### src/rtl/dlock_code_ctrl_if.sv
// ----------------------------------------------------------------------------
// dlock_code_ctrl_if
//   Bundle of signals between the keypad entry FSM (master) and the
//   code/strike/lockout controller (slave).
//
//   Full_Input [15:0]  assembled code from the entry FSM
//   counter    [1:0]   digit index; 2'b11 means the fourth digit is present
//   lock               unlock pulse from the entry FSM
//   Error              error level from the entry FSM
//   Prog               request to replace the stored code with Code_In
//   Code_In    [15:0]  new passcode
//   lockcomp           registered match flag back to the entry FSM
//   strike             door strike drive
//   lockout            keypad disabled indicator
//   fail_cnt   [FW-1:0] consecutive failure count
//   prog_ack           one-cycle pulse, new code accepted
// ----------------------------------------------------------------------------
interface dlock_code_ctrl_if #(
    parameter int MAX_FAIL = 3
);
    localparam int FW = $clog2(MAX_FAIL + 1);

    logic [15:0]   Full_Input;
    logic [1:0]    counter;
    logic          lock;
    logic          Error;
    logic          Prog;
    logic [15:0]   Code_In;
    logic          lockcomp;
    logic          strike;
    logic          lockout;
    logic [FW-1:0] fail_cnt;
    logic          prog_ack;

    // Entry-FSM / programming side.
    modport master (
        output Full_Input, counter, lock, Error, Prog, Code_In,
        input  lockcomp, strike, lockout, fail_cnt, prog_ack
    );

    // Code controller side.
    modport slave (
        input  Full_Input, counter, lock, Error, Prog, Code_In,
        output lockcomp, strike, lockout, fail_cnt, prog_ack
    );
endinterface

### src/rtl/dlock_code_ctrl.sv
// ----------------------------------------------------------------------------
// dlock_code_ctrl
//   Downstream companion of the keypad entry FSM. Holds the stored passcode
//   and returns a registered compare result, stretches the unlock pulse into
//   a timed strike drive, counts failed attempts and enforces a timed keypad
//   lockout, and accepts a new passcode only while the door is unlocked.
//
//   clk    in  clock
//   Reset  in  synchronous, active-high reset
//   bus    slave side of dlock_code_ctrl_if (entry FSM inputs, status outputs)
// ----------------------------------------------------------------------------
module dlock_code_ctrl #(
    parameter logic [15:0] DEFAULT_CODE   = 16'h1234,
    parameter int          STRIKE_CYCLES  = 8,
    parameter int          LOCKOUT_CYCLES = 32,
    parameter int          MAX_FAIL       = 3
) (
    input  logic               clk,
    input  logic               Reset,
    dlock_code_ctrl_if.slave   bus
);
    localparam int FW   = $clog2(MAX_FAIL + 1);
    localparam int TMAX = (STRIKE_CYCLES > LOCKOUT_CYCLES) ? STRIKE_CYCLES : LOCKOUT_CYCLES;
    localparam int TW   = $clog2(TMAX + 1);

    localparam logic [TW-1:0] STRIKE_LOAD  = TW'(STRIKE_CYCLES - 1);
    localparam logic [TW-1:0] LOCKOUT_LOAD = TW'(LOCKOUT_CYCLES - 1);
    localparam logic [FW-1:0] FAIL_MAX     = FW'(MAX_FAIL);
    localparam logic [FW-1:0] FAIL_LAST    = FW'(MAX_FAIL - 1);

    typedef enum logic [1:0] {
        ST_ARMED    = 2'd0,
        ST_UNLOCKED = 2'd1,
        ST_LOCKOUT  = 2'd2
    } state_t;

    state_t          r_state;
    logic [TW-1:0]   r_timer;
    logic [15:0]     r_code;
    logic            r_lock_q;
    logic            r_err_q;
    logic            r_lockcomp;
    logic            r_strike;
    logic            r_lockout;
    logic [FW-1:0]   r_fail_cnt;
    logic            r_prog_ack;

    logic            w_lock_rise;
    logic            w_error_rise;

    assign w_lock_rise  = bus.lock  & ~r_lock_q;
    assign w_error_rise = bus.Error & ~r_err_q;

    always_ff @(posedge clk) begin
        if (Reset) begin
            r_state    <= ST_ARMED;
            r_timer    <= '0;
            // NOTE: the code register is reset on purpose so that a code
            // loaded through Prog is discarded and DEFAULT_CODE returns.
            r_code     <= DEFAULT_CODE;
            r_lock_q   <= 1'b0;
            r_err_q    <= 1'b0;
            r_lockcomp <= 1'b0;
            r_strike   <= 1'b0;
            r_lockout  <= 1'b0;
            r_fail_cnt <= '0;
            r_prog_ack <= 1'b0;
        end else begin
            // NOTE: every state update here is non-blocking, so all reads in
            // this block see the values from before the current clock edge.
            r_lock_q   <= bus.lock;
            r_err_q    <= bus.Error;
            r_lockcomp <= (bus.counter == 2'b11) && (bus.Full_Input == r_code)
                          && (r_state != ST_LOCKOUT);
            r_prog_ack <= 1'b0;

            case (r_state)
                ST_ARMED: begin
                    // An unlock beats a simultaneous error edge.
                    if (w_lock_rise) begin
                        r_state    <= ST_UNLOCKED;
                        r_timer    <= STRIKE_LOAD;
                        r_fail_cnt <= '0;
                        r_strike   <= 1'b1;
                    end else if (w_error_rise) begin
                        if (r_fail_cnt == FAIL_LAST) begin
                            r_state    <= ST_LOCKOUT;
                            r_timer    <= LOCKOUT_LOAD;
                            r_fail_cnt <= FAIL_MAX;
                            r_lockout  <= 1'b1;
                        end else if (r_fail_cnt < FAIL_MAX) begin
                            r_fail_cnt <= r_fail_cnt + 1'b1;
                        end
                    end
                end

                ST_UNLOCKED: begin
                    if (bus.Prog) begin
                        r_code     <= bus.Code_In;
                        r_prog_ack <= 1'b1;
                    end
                    // A fresh unlock restarts the full strike window, even
                    // in what would have been the last strike cycle.
                    if (w_lock_rise) begin
                        r_timer <= STRIKE_LOAD;
                    end else if (r_timer == '0) begin
                        r_state  <= ST_ARMED;
                        r_strike <= 1'b0;
                    end else begin
                        r_timer <= r_timer - 1'b1;
                    end
                end

                ST_LOCKOUT: begin
                    if (r_timer == '0) begin
                        r_state    <= ST_ARMED;
                        r_fail_cnt <= '0;
                        r_lockout  <= 1'b0;
                    end else begin
                        r_timer <= r_timer - 1'b1;
                    end
                end

                default: begin
                    r_state   <= ST_ARMED;
                    r_timer   <= '0;
                    r_strike  <= 1'b0;
                    r_lockout <= 1'b0;
                end
            endcase
        end
    end

    assign bus.lockcomp = r_lockcomp;
    assign bus.strike   = r_strike;
    assign bus.lockout  = r_lockout;
    assign bus.fail_cnt = r_fail_cnt;
    assign bus.prog_ack = r_prog_ack;
endmodule
### src/flat_wrapper.sv
// flat-port wrapper written by rule: the top's interface ports become plain ports
module dlock_code_ctrl_flat 
#(
    parameter logic [15:0] DEFAULT_CODE   = 16'h1234,
    parameter int          STRIKE_CYCLES  = 8,
    parameter int          LOCKOUT_CYCLES = 32,
    parameter int          MAX_FAIL       = 3
)
  (clk, Reset, bus_Full_Input, bus_counter, bus_lock, bus_Error, bus_Prog, bus_Code_In, bus_lockcomp, bus_strike, bus_lockout, bus_fail_cnt, bus_prog_ack);
  dlock_code_ctrl_if #(.MAX_FAIL(MAX_FAIL)) bus_i ();
  input  logic clk;
  input  logic Reset;
  input wire logic [$bits(bus_i.Full_Input)-1:0] bus_Full_Input;
  input wire logic [$bits(bus_i.counter)-1:0] bus_counter;
  input wire logic [$bits(bus_i.lock)-1:0] bus_lock;
  input wire logic [$bits(bus_i.Error)-1:0] bus_Error;
  input wire logic [$bits(bus_i.Prog)-1:0] bus_Prog;
  input wire logic [$bits(bus_i.Code_In)-1:0] bus_Code_In;
  output wire logic [$bits(bus_i.lockcomp)-1:0] bus_lockcomp;
  output wire logic [$bits(bus_i.strike)-1:0] bus_strike;
  output wire logic [$bits(bus_i.lockout)-1:0] bus_lockout;
  output wire logic [$bits(bus_i.fail_cnt)-1:0] bus_fail_cnt;
  output wire logic [$bits(bus_i.prog_ack)-1:0] bus_prog_ack;
  assign bus_i.Full_Input = bus_Full_Input;
  assign bus_i.counter = bus_counter;
  assign bus_i.lock = bus_lock;
  assign bus_i.Error = bus_Error;
  assign bus_i.Prog = bus_Prog;
  assign bus_i.Code_In = bus_Code_In;
  assign bus_lockcomp = bus_i.lockcomp;
  assign bus_strike = bus_i.strike;
  assign bus_lockout = bus_i.lockout;
  assign bus_fail_cnt = bus_i.fail_cnt;
  assign bus_prog_ack = bus_i.prog_ack;
  dlock_code_ctrl #(.DEFAULT_CODE(DEFAULT_CODE), .STRIKE_CYCLES(STRIKE_CYCLES), .LOCKOUT_CYCLES(LOCKOUT_CYCLES), .MAX_FAIL(MAX_FAIL)) u_core (.clk(clk), .Reset(Reset), .bus(bus_i));
endmodule
### config.mk
export PLATFORM = sky130hd
export DESIGN_NAME = dlock_code_ctrl_flat
export DESIGN_NICKNAME = d
export VERILOG_FILES = /design/src/rtl/dlock_code_ctrl_if.sv /design/src/rtl/dlock_code_ctrl.sv /design/src/flat_wrapper.sv
export SDC_FILE = /design/constraint.sdc
export NUM_CORES = 1
export LEC_CHECK = 0
export BUFFER_PORTS_ARGS = -buffer_cell sky130_fd_sc_hd__buf_4
export CAP_MARGIN = 20
export CORE_MARGIN = 1.5
export CORE_UTILIZATION = 42
export DETAILED_ROUTE_END_ITERATION = 6
export PLACE_DENSITY_LB_ADDON = 0.05
export SLEW_MARGIN = 0
export SYNTH_ARGS = -nofsm -noshare
export SYNTH_HDL_FRONTEND = slang
export SYNTH_SLANG_ARGS = --single-unit
### constraint.sdc
create_clock -name clk -period 1.75 [get_ports clk]
set_input_delay 0.35 -clock clk [delete_from_list [all_inputs] [get_ports clk]]
set_output_delay 0.35 -clock clk [all_outputs]
set_load 0.02 [all_outputs]
==> flow_summary.yaml <==
timing:
  setup_slack_ns: 0.101
  final-max-slew-violation-count: 0
  worst_pin_slew_ns: 0.390
  fmax_ghz: 0.606
  max_slew_margin_pct: 73.7
  fin_worst_skew_ns: 0.00519
  min_period_ns: 1.65
  period_share_pct: 94.2
  rsz0062_at_grt: "false"
  final-hold-violation-count: 0
  setup_violations: 0
  setup_tns_ns: 0
  worst_hold_slack_ns: 0.271
critical_path:
  arrival_ns: 1.83
  cp-end-kind: "flop"
  cp-startpoint: "u_core.bus.fail_cnt[0]$_SDFFE_PP0P_"
  startpoint_type: "flop"
  r2r_setup_slack_ns: 0.10
  worst-setup-path-type: "reg2reg"
  crit_path_max_incr_delay_ns: 0.46
  worstPathRequired_ns: 1.93
  path_max_fanout: 4
  r2r-start: "u_core.bus.fail_cnt[0]$_SDFFE_PP0P_"
  path_delay_family: "simple AND/OR/NAND/NOR gates"
  cp.buffers_inverters: 0
  crit_chain: "ha_1, or3b_2, nand4_1, nand2_1, o31ai_1"
  cp_slowest_cell: "or3b_2"
global_routing:
  grt_overflow: 0
  grt_pass1_vias: 1414
  track_usage_pct: 18.9
  grt_max_degree: 30
  grt_pass1_wl_um: 6600
  antenna_found_initial: 0
route:
  ant_nets: 0
  dr.pass1.iters: 4
  finalWirelength_um: 4270
  drcViolationCount: 0
  drtIter0Drc: 90
  routed_via_density: 5.27
  routedWlPerCell_um: 13.6
  vias: 1651
synth:
  synth_fp_nets: 259
  post-synth-top-area-fraction_pct: 36.1
  yosysWarningCount: 0
  synth_cell_type_count: 48
  synth.area.top_cells: "dfxtp_1 (36%), nand2_1 (8.2%), xor2_1 (7.9%), a21oi_1 (6.2%), ha_1 (4.9%)"
  yosysMostFrequentCell: "nand2_1"
  avgSynthCellArea_sq_um: 8.34
  synth-edff-count: 0
  synth_ff_type: "dfxtp_1"
  synth_seq_cells: 32
  synthArstFlopShare_pct: 0
  yosysTopAreaCell: "dfxtp_1"
  synth_cells: 213
  synth_common_cells: "nand2_1 (39), dfxtp_1 (32), a21oi_1 (22)"
  syn_area_sq_mm: 0.00178
  ys_seq_area_share_pct: 36.1
floorplan:
  start_util_pct: 44.1
  die_y_um: 68.0
  coreArea_sq_mm: 0.00403
  io_pins: 45
  die_w_um: 68.0
  num_rows: 23
  dieArea_sq_mm: 0.00463
outcome:
  outcome: "finished clean"
pwr:
  p_sw_share_pct: 40.5
  power_density_mw_per_mm2: 1340
  clockPowerShare_pct: 18.0
  p_seq_share_pct: 32.7
  cellLeakagePower_nw: 0.982
  p_switching_mw: 1.25
  ir_drop_mv: 0.976
  p_comb_share_pct: 49.3
  p_int_mw: 1.84
clocking:
  cts.htree.levels: 2
  clk_latency_ns: 0.29
  cts_buffers: 5
  clk_pin_slew_ns: 0.07
  root_buffer: "clkbuf_8"
  cts.path.max_buffers: 2
  cts.sinks: 32
  cts_tree: "yes"
  post_cts_buffers: 0
  holdBufCountCts: 0
  cts_resized: 0
placement:
  gp_congestion: 0.901
  dpl_worst_slack_ns: 0.0682
  dp.cells: 305
  io_buffers: 44
  post-dp-hpwl_um: 3140
job:
  cap_viol_max_count: 0
finish:
  finalNonFillerCells: 313
  synthToLayoutAreaGrowth_pct: 29.7
  seqCellArea_sq_um: 651
  multi_input_area_sq_mm: 0.00107
  fillers: 400
  drive_above_1_share_pct: 28.5
  nNetsFinal: 308
  antenna_cells: 0
hold_path:
  hp-class: "in2reg"
  hold_start: "bus_Code_In[2]"
final timing paths:
| kind | end | cells after the start |
|---|---|---|
| max reg2reg | u_core.bus.fail_cnt[0]$_SDFFE_PP0P_ | 5 |
| min | u_core.r_code[2]$_SDFFE_PP1P_ | 3 |
| max | u_core.bus.fail_cnt[0]$_SDFFE_PP0P_ | 5 |
| min reg2reg | u_core.r_code[8]$_SDFFE_PP0P_ | 2 |
power by group through the flow:
stage	Combinational, mW	Clock, mW	Sequential, mW
detailed placement	1.45	0	1.02
floorplan	1.03	0	1.03
finish	1.52	0.554	1.01
global placement	1.44	0	1.02
global route	1.68	0.596	1.03
CTS	1.45	0.566	1.00
flip-flops by register name, indices dropped and copies added (netlist names):
| register | cells |
|---|---|
| u_core.bus.fail_cnt | 2 |
| u_core.bus.lockcomp | 1 |
| u_core.bus.lockout | 1 |
| u_core.bus.prog_ack | 1 |
| u_core.bus.strike | 1 |
| u_core.r_code | 16 |
| u_core.r_err_q | 1 |
| u_core.r_lock_q | 1 |
| u_core.r_state | 2 |
| u_core.r_timer | 6 |
metal layers:
metal | global-route usage [%] | wire length (um)
met4 | 5.25 | 42
met1 | 28.8 | 2260
met5 | 0 | 0
met3 | 5.26 | 188
met2 | 25.5 | 1780
stage by stage:
| step | instance area [sq um] | util, % | power, mW |
|---|---|---|---|
| floorplan | 1810 | - | 2.06 |
| global placement | 2210 | 54.8 | 2.46 |
| detailed placement | 2210 | 54.8 | 2.46 |
| CTS | 2290 | 56.9 | 3.02 |
| global route | 2300 | 57.2 | 3.30 |
| finish | 2300 | 57.2 | 3.08 |
placed cells by master, fill, tap and decap left out, types with 2 or more instances in the layout:
cell type	netlist	layout
nor2b_1	4	4
a21oi_1	22	22
o22ai_1	3	3
xor2_1	16	16
a31o_1	3	3
inv_1	7	4
clkbuf_8	0	5
or4_4	1	2
dfxtp_2	0	2
o21ai_0	2	2
nor2_1	4	4
a211oi_1	3	3
and3_1	2	2
nand2b_1	3	3
ha_1	7	6
dfxtp_4	0	2
nand2_1	39	39
a311oi_1	2	2
inv_2	0	2
nor4_1	8	8
nand3_1	3	3
o21ai_1	3	3
clkinv_1	1	2
nand4_1	4	4
nand3b_1	8	8
buf_4	0	54
dfxtp_1	32	28
layout make-up:
cell class                 count  area share, %
inverter                       8           1.41
clock inverter                 2          0.489
tap                           50           2.72
timing repair buffer          54           17.6
multi-input combinational    161           46.4
clock buffer                   6           3.15
sequential                    32           28.2
worst reg2reg max path: stages, from the launching register on:
cell and delay [ns]:
dfxtp_4 0.36, ha_1 0.19, or3b_2 0.46, nand4_1 0.18, nand2_1 0.09, o31ai_1 0.27
kinds of logic after synthesis:
kind of cell	Yosys count	share of synthesized area, %
adders and majority gates	7	4.93
AOI/OAI and AO/OA	49	18.1
xor gates and xnor gates	17	8.39
DFF	32	36.1
and+or+nand+nor	86	26.2
muxes	2	1.20
buffers and inverters	20	5.07
Note: power is estimated with default switching activity, not from simulation.
